**src/rtl/gray_pkg.sv**
```systemverilog
// Shared types and defaults for the RGB-to-grayscale stream controller.
package gray_pkg;

    typedef enum logic [1:0] {
        IDLE,
        RUN,
        DRAIN,
        DONE
    } gray_state_e;

    typedef struct packed {
        logic [7:0] gray;
        logic       eol;
        logic       eof;
    } gray_entry_t;

    localparam int GRAY_WIDTH_DEF    = 640;
    localparam int GRAY_HEIGHT_DEF   = 480;
    localparam int GRAY_PIPE_LAT_DEF = 3;

endpackage

```
**src/rtl/gray_out_fifo.sv**
```systemverilog
// Output FIFO holding gray results with their line/frame markers.
module gray_out_fifo
    import gray_pkg::*;
#(
    parameter int DEPTH = 8
) (
    input  logic                     clk,
    input  logic                     rst,
    input  logic                     wr,
    input  gray_entry_t              wdata,
    input  logic                     pop,
    output gray_entry_t              head,
    output logic [$clog2(DEPTH):0]   count
);

    localparam int AW = $clog2(DEPTH);

    gray_entry_t   mem [DEPTH];
    logic [AW-1:0] wptr;
    logic [AW-1:0] rptr;

    always_ff @(posedge clk) begin
        if (wr) begin
            mem[wptr] <= wdata;
        end
    end

    always_ff @(posedge clk or posedge rst) begin
        if (rst) begin
            wptr  <= '0;
            rptr  <= '0;
            count <= '0;
        end else begin
            if (wr) begin
                wptr <= wptr + 1'b1;
            end
            if (pop) begin
                rptr <= rptr + 1'b1;
            end
            case ({wr, pop})
                2'b10:   count <= count + 1'b1;
                2'b01:   count <= count - 1'b1;
                default: ;
            endcase
        end
    end

    assign head = mem[rptr];

endmodule

```
**src/rtl/gray_stream_ctrl.sv**
```systemverilog
// Frame-sequencing stream controller around a fixed-latency grayscale datapath.
// Optional stall counter output enabled by defining GRAY_CTRL_STATS_EN.
module gray_stream_ctrl
    import gray_pkg::*;
#(
    parameter int WIDTH      = GRAY_WIDTH_DEF,
    parameter int HEIGHT     = GRAY_HEIGHT_DEF,
    parameter int PIPE_LAT   = GRAY_PIPE_LAT_DEF,
    parameter int FIFO_DEPTH = 8
) (
    input  logic        clk,
    input  logic        rst,
    input  logic        start,
    input  logic        in_valid,
    output logic        in_ready,
    input  logic [7:0]  in_r,
    input  logic [7:0]  in_g,
    input  logic [7:0]  in_b,
    output logic [7:0]  dp_r,
    output logic [7:0]  dp_g,
    output logic [7:0]  dp_b,
    input  logic [7:0]  dp_gray,
    output logic        out_valid,
    input  logic        out_ready,
    output logic [7:0]  out_gray,
    output logic        out_eol,
    output logic        out_eof,
    output logic        busy,
    output logic        frame_done
`ifdef GRAY_CTRL_STATS_EN
    ,
    output logic [31:0] stall_cycles
`endif
);

    localparam int XW = (WIDTH > 1) ? $clog2(WIDTH) : 1;
    localparam int YW = (HEIGHT > 1) ? $clog2(HEIGHT) : 1;
    localparam int CW = $clog2(FIFO_DEPTH) + 1;
    localparam int IW = $clog2(PIPE_LAT + 2);
    localparam int SW = CW + 1;

    gray_state_e   state;
    gray_state_e   state_next;
    logic [XW-1:0] x;
    logic [YW-1:0] y;
    logic [PIPE_LAT:0] vld_pipe;
    logic [PIPE_LAT:0] eol_pipe;
    logic [PIPE_LAT:0] eof_pipe;
    logic [IW-1:0] inflight;
    logic [SW-1:0] occupancy;
    logic [CW-1:0] fifo_count;
    gray_entry_t   fifo_head;
    gray_entry_t   fifo_wdata;
    logic          accept;
    logic          pop;
    logic          last_x;
    logic          last_y;
    logic          chain_empty;
    logic          fifo_last;

    assign last_x      = (x == XW'(WIDTH - 1));
    assign last_y      = (y == YW'(HEIGHT - 1));
    assign chain_empty = (vld_pipe == '0);

    always_comb begin
        inflight = '0;
        for (int i = 0; i <= PIPE_LAT; i++) begin
            inflight = inflight + IW'(vld_pipe[i]);
        end
    end

    // Every accepted pixel holds a credit until popped, so the datapath never stalls.
    assign occupancy = SW'(inflight) + SW'(fifo_count);
    assign in_ready  = (state == RUN) && (occupancy < SW'(FIFO_DEPTH));
    assign accept    = in_valid && in_ready;
    assign out_valid = (fifo_count != '0);
    assign pop       = out_valid && out_ready;
    assign fifo_last = (fifo_count == '0) || ((fifo_count == CW'(1)) && pop);

    always_ff @(posedge clk or posedge rst) begin
        if (rst) begin
            state <= IDLE;
        end else begin
            state <= state_next;
        end
    end

    always_comb begin
        state_next = state;
        busy       = 1'b1;
        frame_done = 1'b0;
        case (state)
            IDLE: begin
                busy = 1'b0;
                if (start) begin
                    state_next = RUN;
                end
            end
            RUN: begin
                if (accept && last_x && last_y) begin
                    state_next = DRAIN;
                end
            end
            DRAIN: begin
                if (chain_empty && fifo_last) begin
                    state_next = DONE;
                end
            end
            DONE: begin
                frame_done = 1'b1;
                state_next = IDLE;
            end
            default: state_next = IDLE;
        endcase
    end

    always_ff @(posedge clk or posedge rst) begin
        if (rst) begin
            x <= '0;
            y <= '0;
        end else if ((state == IDLE) && start) begin
            x <= '0;
            y <= '0;
        end else if (accept) begin
            if (last_x) begin
                x <= '0;
                y <= last_y ? '0 : y + 1'b1;
            end else begin
                x <= x + 1'b1;
            end
        end
    end

    // Issue stage: pixel registered toward the datapath, validity enters the shadow chain.
    always_ff @(posedge clk or posedge rst) begin
        if (rst) begin
            dp_r     <= '0;
            dp_g     <= '0;
            dp_b     <= '0;
            vld_pipe <= '0;
        end else begin
            vld_pipe <= {vld_pipe[PIPE_LAT-1:0], accept};
            if (accept) begin
                dp_r <= in_r;
                dp_g <= in_g;
                dp_b <= in_b;
            end
        end
    end

    always_ff @(posedge clk) begin
        eol_pipe <= {eol_pipe[PIPE_LAT-1:0], last_x};
        eof_pipe <= {eof_pipe[PIPE_LAT-1:0], last_x && last_y};
    end

    // Capture stage: the chain tap lines up with a meaningful dp_gray.
    assign fifo_wdata = '{gray: dp_gray, eol: eol_pipe[PIPE_LAT], eof: eof_pipe[PIPE_LAT]};

    gray_out_fifo #(
        .DEPTH(FIFO_DEPTH)
    ) u_fifo (
        .clk  (clk),
        .rst  (rst),
        .wr   (vld_pipe[PIPE_LAT]),
        .wdata(fifo_wdata),
        .pop  (pop),
        .head (fifo_head),
        .count(fifo_count)
    );

    assign out_gray = out_valid ? fifo_head.gray : '0;
    assign out_eol  = out_valid && fifo_head.eol;
    assign out_eof  = out_valid && fifo_head.eof;

`ifdef GRAY_CTRL_STATS_EN
    always_ff @(posedge clk or posedge rst) begin
        if (rst) begin
            stall_cycles <= '0;
        end else if ((state == IDLE) && start) begin
            stall_cycles <= '0;
        end else if ((state == RUN) && in_valid && !in_ready && (stall_cycles != '1)) begin
            stall_cycles <= stall_cycles + 1'b1;
        end
    end
`endif

endmodule

```
**config.mk**
```make
export PLATFORM = sky130hd
export DESIGN_NAME = gray_stream_ctrl
export DESIGN_NICKNAME = d
export VERILOG_FILES = /design/src/rtl/gray_pkg.sv /design/src/rtl/gray_out_fifo.sv /design/src/rtl/gray_stream_ctrl.sv
export SDC_FILE = /design/constraint.sdc
export NUM_CORES = 1
export LEC_CHECK = 0
export ABC_AREA = 1
export CORE_AREA = 10 10 138 140
export CTS_CLUSTER_SIZE = 40
export DETAILED_ROUTE_END_ITERATION = 16
export DIE_AREA = 0 0 148 150
export GPL_TIMING_DRIVEN = 0
export SYNTH_ARGS = -nofsm -noshare
export SYNTH_HDL_FRONTEND = slang
export SYNTH_SLANG_ARGS = --single-unit
```
**constraint.sdc**
```tcl
create_clock -name clk -period 2 [get_ports clk]
set_clock_uncertainty 0.1 [all_clocks]
set_input_delay 0.4 -clock clk [delete_from_list [all_inputs] [get_ports clk]]
set_output_delay 0.4 -clock clk [all_outputs]
set_load 0.05 [all_outputs]
```
==> Word level (Yosys, flattened, before mapping) <==
Memories as Yosys holds them, arrays and structs flattened.
Cells that the tools add are included.
{ "totals": {"regBits": 67, "mem_bits_rw": 80, "in_bits": 37, "output_inout_bits": 38, "wordCells": 73, "memories": 1} }
{ "op_classes": {"add_sub_neg": 10, "magnitude_cmp": 1, "n_eq_ne": 11, "mux": 17, "n_reduce_logical": 21} }
{ "memory_table": {"columns": ["memory", "words", "width", "read_ports", "rd_clocked_by_memory_dff", "wr", "line", "source"], "rows": [
  ["u_fifo.mem", 8, 10, 1, 0, 1, "gray_out_fifo.sv:18", "gray_entry_t mem [DEPTH];"]
]} }
{ "ops": {"columns": ["cell", "count"], "rows": [
  ["2-to-1 mux 9 bit", 4],
  ["2-to-1 mux 10 bit", 3],
  ["logical AND 1 bit", 11],
  ["adder 10 x 1 -> 10 bit, second input constant", 1],
  ["equality test 10 bit, second input constant", 1],
  ["adder 9 x 1 -> 9 bit, second input constant", 1],
  ["equality test 9 bit, second input constant", 1],
  ["zero test 4 bit", 2],
  ["2-to-1 mux 8 bit", 1],
  ["one-hot mux 2 bit (4 select lines)", 1],
  ["one-hot mux 4 bit (2 select lines)", 1],
  ["adder 3 x 1 -> 3 bit, second input constant", 2],
  ["equality test 2 bit, second input constant", 3],
  ["2-to-1 mux 2 bit", 3],
  ["nonzero test 2 bit", 3],
  ["adder 3 x 4 -> 5 bit", 1],
  ["less-than comparator 5 x 4 -> 1 bit, second input constant", 1],
  ["adder 4 x 1 -> 4 bit, second input constant", 1],
  ["equality test 2 x 1 -> 1 bit, second input constant", 2],
  ["equality test 4 x 1 -> 1 bit, second input constant", 1],
  ["2-to-1 mux 1 bit", 4],
  ["inequality test 2 bit, second input constant", 2],
  ["nonzero test 4 bit", 1],
  ["subtractor 4 x 1 -> 4 bit, second input constant", 1],
  ["8 further kinds", 8]
]} }

==> Logic depth before layout (Yosys ltp) <==
Gate-level depths: netlist of the first run.
{ "depth": {"depth_word": 11, "ltp_mapped": 12, "depth_no_buf": 12} }

==> By module <==
A second synthesis of the first run with hierarchy kept.
{ "unflattened": {"hier_cells": 675, "hier_area_um2": 6588.8} }
{ "modules_own_cells": {"columns": ["mod", "instances", "cells_each", "area_per_inst_um2", "seq_area_each_um2"], "rows": [
  ["gray_out_fifo", 1, 319, 3743.6, 2652.5],
  ["gray_stream_ctrl", 1, 356, 2845.2, 1386.3]
]} }

==> Least setup slack after synthesis of the first run <==
No wires, ideal clock.
{ "synth_path": {"path_kind": "register to output", "startpoint": "reg u_fifo.count[0]", "endpoint": "out out_eol", "t_arrival_ns": 2.304, "required_time_ns": 1.500, "setup_slack_ns": -0.804, "stages_incl_launch_ff": 9, "n_path_buf": 1, "cell_sequence": "dfrtp_1 > inv_1 > ha_1 > inv_1 > nor2_1 > inv_1 > clkbuf_1 > o21ai_0 > nor2_1"} }
{ "synth_via": {"elab_chain_len": 2} }
{ "synth_rtl": {"columns": ["item", "line", "source"], "rows": [
  ["start, declared", "gray_out_fifo.sv:13", "output logic [$clog2(DEPTH):0] count"],
  ["start signal, assigned", "gray_out_fifo.sv:41", "2'b10: count <= count + 1'b1;"],
  ["start signal, assigned", "gray_out_fifo.sv:42", "2'b01: count <= count - 1'b1;"],
  ["nonzero test 4 bit", "gray_stream_ctrl.sv:76", "assign out_valid = (fifo_count != '0);"],
  ["via out_valid", "gray_stream_ctrl.sv:23", "output logic out_valid,"],
  ["logical AND 1 bit", "gray_stream_ctrl.sv:172", "assign out_eol = out_valid && fifo_head.eol;"],
  ["end, declared", "gray_stream_ctrl.sv:26", "output logic out_eol,"]
]} }
The timed path passes the listed nets, and every way through them passes these cells.

==> Worst setup path in the final report of the first run <==
{ "layout_path": {"startpoint": "reg vld_pipe[1]", "endpoint": "out in_ready"} }
{ "layout_via": {"elab_chain_len": 6} }
{ "layout_rtl": {"columns": ["item", "line", "source"], "rows": [
  ["start, declared", "gray_stream_ctrl.sv:46", "logic [PIPE_LAT:0] vld_pipe;"],
  ["start signal, assigned", "gray_stream_ctrl.sv:142", "vld_pipe <= {vld_pipe[PIPE_LAT-1:0], accept};"],
  ["adder 1 x 1 -> 2 bit", "gray_stream_ctrl.sv:68", "inflight = inflight + IW'(vld_pipe[i]);"],
  ["adder 2 x 1 -> 3 bit", "gray_stream_ctrl.sv:68", null],
  ["adder 3 x 1 -> 3 bit", "gray_stream_ctrl.sv:68", null],
  ["adder 3 x 4 -> 5 bit", "gray_stream_ctrl.sv:73", "assign occupancy = SW'(inflight) + SW'(fifo_count);"],
  ["less-than comparator 5 x 4 -> 1 bit", "gray_stream_ctrl.sv:74", "assign in_ready = (state == RUN) && (occupancy < SW'(FIFO_DEPTH));"],
  ["logical AND 1 bit", "gray_stream_ctrl.sv:74", null],
  ["end, declared", "gray_stream_ctrl.sv:15", "output logic in_ready,"]
]} }
Every way passes these cells.

==> out/qor.yml, run 1 <==
outcome: "finished, violations left"
failed_checks: "setup timing"
postSynthCellCount: 621
ys_seq_area_share_pct: 63.08
area_delta_synth_final_pct: 46.63
initial_core_util_pct: 39.16
p_leak_nw: 3.930
post_drt_via_cell_ratio: 4.904
overflow: 0
setup_violations: 58
vias: 4919
n_antenna_cell: 0
drt_iter0_markers: 236
worstSetupStartpointType: "register"
max_freq_mhz: 382.6
die_w_um: 148
gp_congestion: 0.8476
hold_ws_ns: 0.2206
grt.total_usage_pct: 14.66
fillers: 1367
ir_drop_v: 0.001396
clockBufferDepth: 2
drtPass1Iterations: 5
path_max_fanout: 2
grt_pass1_wl_um: 25790
insertion_delay_ns: 0.42
period_minus_slack_ns: 2.614
arrival_ns: 2.11
grt_pass1_vias: 5122
hold_viol: 0
comb_power_share_pct: 55.2
nNetsFinal: 824
cts_tree: "done"
yosysWarnings: 0
port_buffers: 74
synth_fp_nets: 675
critical_path_required_ns: 1.50
routed_wirelength_um: 16530
rows: 47
worst_setup_path_end_kind: "output pin"
r2r_end: "dp_b[7]"
p_switching_mw: 6.437
post_drt_wl_per_cell_um: 16.48
io_pins: 75
rsz0062_at_grt: "yes"
antenna_found_initial: 0
fin_tns_setup_ns: -23.74
coreArea_mm2: 0.01635
drv_slew: 0
hold_class: "primary input to async pin"
yosys.area.top_type: "edfxtp_1"
power_per_cell_area_mw_per_mm2: 1630
postSynthAreaPerCell_um2: 10.31
cts.clk_slew.worst_paths_ns: 0.06
cts_made_buffers: 17
grt_max_degree: 39
cts.htree.levels: 4
ys_ff_latch: 147
power.internal_mw: 8.866
die_area_mm2: 0.02220
drc: 0
fin_ws_ns: -0.6139
swShare_pct: 42.06
yosysMostFrequentCell: "nand2_1"
r2r_start: "vld_pipe[1]"
cts_root_buffer: "clkbuf_16"
antenna_left: 0
hold_buffers: 0
r2r_cells: 13
maxSlewHeadroom_pct: 35.20
ff2ff_setup_slack_ns: -0.50
async_reset_ff_share_pct: 40.14
worst_slew_pin_slew_ns: 0.9684
yosysUniqueCellTypes: 38
fin_crit_sh_pct: 130.7
seq_power_share_pct: 26.5
mappedNetlistArea_mm2: 0.006402
synth_area_leaders: "edfxtp_1 (38%), dfrtp_1 (23%), nand2_1 (8.4%)"
clock_sinks: 147
ys.flop_type: "edfxtp_1"
drive_gt1_share_pct: 32.69
yosys.area.top_type_share_pct: 37.52
die_h_um: 150
worstSetupPathType: "register to output pin"
dp_hpwl_um: 10220
synthTopCellsByCount: "nand2_1 (143), nor2_1 (89), edfxtp_1 (80)"
synth_edf_count: 80
cap_violations: 0
clock_power_share_pct: 18.2
[cell usage in the layout, fill, tap and decap left out, types with 24 or more instances in the layout]
master,synthesis,final
dfrtp_1,59,54
edfxtp_1,80,80
nand2_1,143,135
nor2_1,89,46
o21ai_2,3,36
clkdlybuf4s50_1,0,36
dlygate4sd2_1,0,24
nor2_4,3,27
inv_1,40,33
buf_4,1,32
[sequential cells by signal, summed over array words and instances, names as in the netlist, 4 cells and up]
| name | flops |
|---|---|
| dp_b | 8 |
| x | 10 |
| dp_r | 8 |
| vld_pipe | 4 |
| u_fifo.mem | 80 |
| dp_g | 8 |
| u_fifo.count | 4 |
| y | 9 |
| eof_pipe | 4 |
| eol_pipe | 4 |
[repair_timing]
item / 4_1_cts / 5_1_grt
pin swaps: 43 / 44
gates cloned: 7 / 4
gates resized for setup: 295 / 92
endpoints found under the setup margin: 126 / 86
buffers inserted: 37 / 13
[power by group through the flow]
| stage | logic [mW] | registers [mW] | clock network, mW |
|---|---|---|---|
| after detailed placement | 5.92 | 4.12 | 0 |
| final | 8.45 | 4.06 | 2.79 |
| after CTS | 7.79 | 4.04 | 2.84 |
| after floorplan | 3.37 | 4.81 | 0 |
| after global placement | 5.81 | 4.09 | 0 |
| after global routing | 9.01 | 4.12 | 2.98 |
[area by class of cell]
cell class              instances  area [µm²]  share of cell area, %
clock buffers                  23       457.9                  4.878
clock inverters                 9       58.81                 0.6264
inverters                      41       175.2                  1.866
plain buffers                  23       312.8                  3.332
repair buffers                131        1434                  15.27
multi-input cells             409        2629                  28.00
well taps                     220       275.3                  2.932
flip-flops and latches        147        4045                  43.09
[worst max-delay path: stages (launching register included)]
cell	delay, ns
dfrtp_1	0.40
fa_1	0.55
ha_1	0.23
nand2_1	0.06
nand2_1	0.06
nand2_2	0.09
nand3_4	0.09
clkinvlp_4	0.09
buf_8	0.14
[worst max-delay path by stage]
| stage | to | cells past startpoint | startpoint |
|---|---|---|---|
| finish | in_ready | 8 | vld_pipe[1] |
| global placement | y[3] | 2 | rst |
| detailed placement | in_ready | 8 | vld_pipe[3] |
| floorplan | in_ready | 7 | vld_pipe[0] |
| global route | in_ready | 8 | vld_pipe[3] |
| CTS | in_ready | 8 | vld_pipe[0] |
[metrics by stage]
step | cell area (µm²) | worst slack (ns) | instances | utilization (%) | total power, mW
6_report | 9388 | -0.6139 | 1003 | 57.42 | 15.30
5_1_grt | 9388 | -0.7100 | 1003 | 57.42 | 16.12
4_1_cts | 9004 | -0.6261 | 991 | 55.07 | 14.66
3_5_place_dp | 7571 | -0.9515 | 916 | 46.31 | 10.04
3_3_place_gp | 7551 | -1.112 | 915 | 46.19 | 9.895
2_1_floorplan | 6535 | -0.1368 | 621 | - | 8.183
[cells by family after synthesis]
family,count (synthesis),synth area share [%]
flops,147,63.08
compound gates,86,7.250
xor+xnor,9,1.231
simple gates,286,19.07
mux,11,1.739
fa+ha+maj,17,3.439
buf+inv,65,4.182
[layer usage]
metal | vias up | part of all wire, % | track usage [%]
met1 | 2384 | 41 | 16.38
met5 | - | 0 | 0
met4 | 0 | 1.6 | 4.807
met2 | 129 | 52 | 25.74
li1 | 2384 | - | -
met3 | 22 | 5.7 | 4.921
(Power assumes the default switching activity.)
==> inputs of run 2 (changes only) <==
--- a/config.mk
+++ b/config.mk
@@ -7,10 +7,12 @@
 export LEC_CHECK = 0
 export ABC_AREA = 1
 export CORE_AREA = 10 10 138 140
+export CTS_BUF_LIST = sky130_fd_sc_hd__clkbuf_2 sky130_fd_sc_hd__clkbuf_4 sky130_fd_sc_hd__clkbuf_8
 export CTS_CLUSTER_SIZE = 40
 export DETAILED_ROUTE_END_ITERATION = 16
 export DIE_AREA = 0 0 148 150
 export GPL_TIMING_DRIVEN = 0
+export SLEW_MARGIN = 30
 export SYNTH_ARGS = -nofsm -noshare
 export SYNTH_HDL_FRONTEND = slang
 export SYNTH_SLANG_ARGS = --single-unit
==> run 2 against run 1 <==
The run still ends with setup timing left. First-iteration DRC count shrank 3.8%. Sequential share of layout area grew 0.36 points. Critical path depth is the same. Register-to-register slack lost 0.11 ns. Wire length grew 1.4%. Critical endpoint unchanged. Largest cell class unchanged. Highest routed layer unchanged.
==> out/qor.yml, run 2 (same netlist as run 1, synthesis figures left out) <==
fin_ws_ns: -0.6539
gp_congestion: 0.8476
maxSlewHeadroom_pct: 36.13
ir_drop_v: 0.001369
comb_power_share_pct: 57.2
routed_wirelength_um: 16770
insertion_delay_ns: 0.44
crit_buf_inv: 2
post_drt_wl_per_cell_um: 16.75
drtPass1Iterations: 4
worstSetupPathType: "register to output pin"
worst_setup_path_end_kind: "output pin"
grt_max_degree: 39
area_delta_synth_final_pct: 45.42
slowest_stage: "fa_1"
cts_made_buffers: 17
clock_power_share_pct: 15.6
worstSetupStartpointType: "register"
coreArea_mm2: 0.01635
dp_hpwl_um: 10240
io_pins: 75
hold_class: "primary input to async pin"
power_per_cell_area_mw_per_mm2: 1594
arrival_ns: 2.15
antenna_found_initial: 0
swShare_pct: 43.47
critical_path.cell_chain: "fa_1 > ha_1 > nand2_1 > nand2_2 > nand2_4 > nand3_4 > clkinvlp_4 > buf_8"
die_area_mm2: 0.02220
grt.total_usage_pct: 14.16
rows: 47
port_buffers: 74
cts.htree.levels: 4
final_cell_mix: "nand2_1 (124), edfxtp_1 (80), dfrtp_1 (54), nor2_1 (39), clkdlybuf4s50_1 (36)"
post_drt_via_cell_ratio: 4.973
clockBufferDepth: 2
antenna_left: 0
critical_path_required_ns: 1.50
power.internal_mw: 8.388
largest_reg_flops: 80
initial_core_util_pct: 39.16
overflow: 0
fin_crit_sh_pct: 132.7
clock_sinks: 147
drc: 0
p_switching_mw: 6.450
layout_commonest_cell: "nand2_1"
cts_root_buffer: "clkbuf_8"
place_ws_ns: -0.9474
fin_tns_setup_ns: -27.79
cts_tree: "done"
failed_checks: "setup timing"
die_h_um: 150
drv_slew: 0
cpLargestDelayFamily: "adder cells"
nNetsFinal: 822
seq_power_share_pct: 27.2
hold_viol: 0
period_minus_slack_ns: 2.654
setup_violations: 58
crit_path_max_incr_delay_ns: 0.48
vias: 4978
max_freq_mhz: 376.8
drive_gt1_share_pct: 34.57
path_max_fanout: 2
n_antenna_cell: 0
reg.largest.list: "u_fifo.mem: 80 flops, x: 10 flops, y: 9 flops"
finalPower_mw: 14.84
cap_violations: 0
drt_iter0_markers: 227
largest-register: "u_fifo.mem"
layout.cells.non_filler: 1001
p_leak_nw: 3.869
grt_pass1_vias: 4991
die_w_um: 148
outcome: "finished, violations left"
hold_buffers: 0
grt_pass1_wl_um: 25060
cts.clk_slew.worst_paths_ns: 0.08
dpl.cell_count: 916
worst_slew_pin_slew_ns: 0.9546
rsz0062_at_grt: "yes"
[run 2: cell types whose count changed in the layout (fill, tap and decap cells not counted), sizes merged]
cell and change:
buf -7, bufbuf -1, bufinv +2, clkinv -5, clkinvlp +4, inv +4, nand2 +1
[run 2: worst paths after layout]
| path | startpoint | to | slack (ns) | cells after the start |
|---|---|---|---|---|
| max | vld_pipe[0] | in_ready | -0.65 | 8 |
| min | rst | dp_b[3] | 0.15 | 2 |
| max reg2reg | vld_pipe[0] | x[6] | -0.61 | 13 |
| min reg2reg | eof_pipe[2] | eof_pipe[3] | 0.23 | 0 |
| max in group asynchronous | rst | vld_pipe[3] | 1.12 | 3 |
| min in group clk | eof_pipe[2] | eof_pipe[3] | 0.23 | 0 |
[run 2: metrics by stage]
step	area, µm²	hold WS (ns)	utilization [%]
6_report	9310	0.1534	56.95
3_3_place_gp	7551	0.2120	46.19
4_1_cts	8703	0.1310	53.24
3_5_place_dp	7579	0.2121	46.36
2_1_floorplan	6535	0.2096	-
5_1_grt	9310	0.1538	56.95
[run 2: layout make-up]
| cell class | instances | area, µm² |
|---|---|---|
| inverter | 41 | 180.2 |
| buffer | 24 | 280.3 |
| sequential | 147 | 4045 |
| timing repair buffer | 127 | 1448 |
| fill | 1334 | 7038 |
| clock buffer | 18 | 241.5 |
| tap | 220 | 275.3 |
| multi-input combinational | 410 | 2689 |
| clock inverter | 14 | 151.4 |
[run 2: power groups by stage]
| stage | clock network (mW) | logic (mW) | registers [mW] |
|---|---|---|---|
| CTS | 2.35 | 7.42 | 4.02 |
| finish | 2.31 | 8.49 | 4.04 |
| floorplan | 0 | 3.37 | 4.81 |
| global route | 2.48 | 9.04 | 4.11 |
| detailed placement | 0 | 5.93 | 4.12 |
| global placement | 0 | 5.81 | 4.09 |
[run 2: what timing repair did]
| action | CTS | global route |
|---|---|---|
| gates resized for setup | 266 | 117 |
| cloned | 5 | 7 |
| pin swaps | 42 | 47 |
| buffers inserted | 35 | 10 |
| setup endpoints to repair | 116 | 61 |
[run 2: layer usage]
metal / routed length, µm / share of wire [%] / global-route usage [%]
met2: 8938 / 53 / 24.89
met1: 6525 / 39 / 15.95
met3: 1034 / 6.2 / 4.438
met5: 0 / 0 / 0
met4: 267 / 1.6 / 4.757
==> inputs of run 3 (changes only) <==
--- a/config.mk
+++ b/config.mk
@@ -6,6 +6,7 @@
 export NUM_CORES = 1
 export LEC_CHECK = 0
 export ABC_AREA = 1
+export CAP_MARGIN = 25
 export CORE_AREA = 10 10 138 140
 export CTS_BUF_LIST = sky130_fd_sc_hd__clkbuf_2 sky130_fd_sc_hd__clkbuf_4 sky130_fd_sc_hd__clkbuf_8
 export CTS_CLUSTER_SIZE = 40
==> results of run 3 <==
The final DEF is identical to that of run 2; final timing and power are the same.
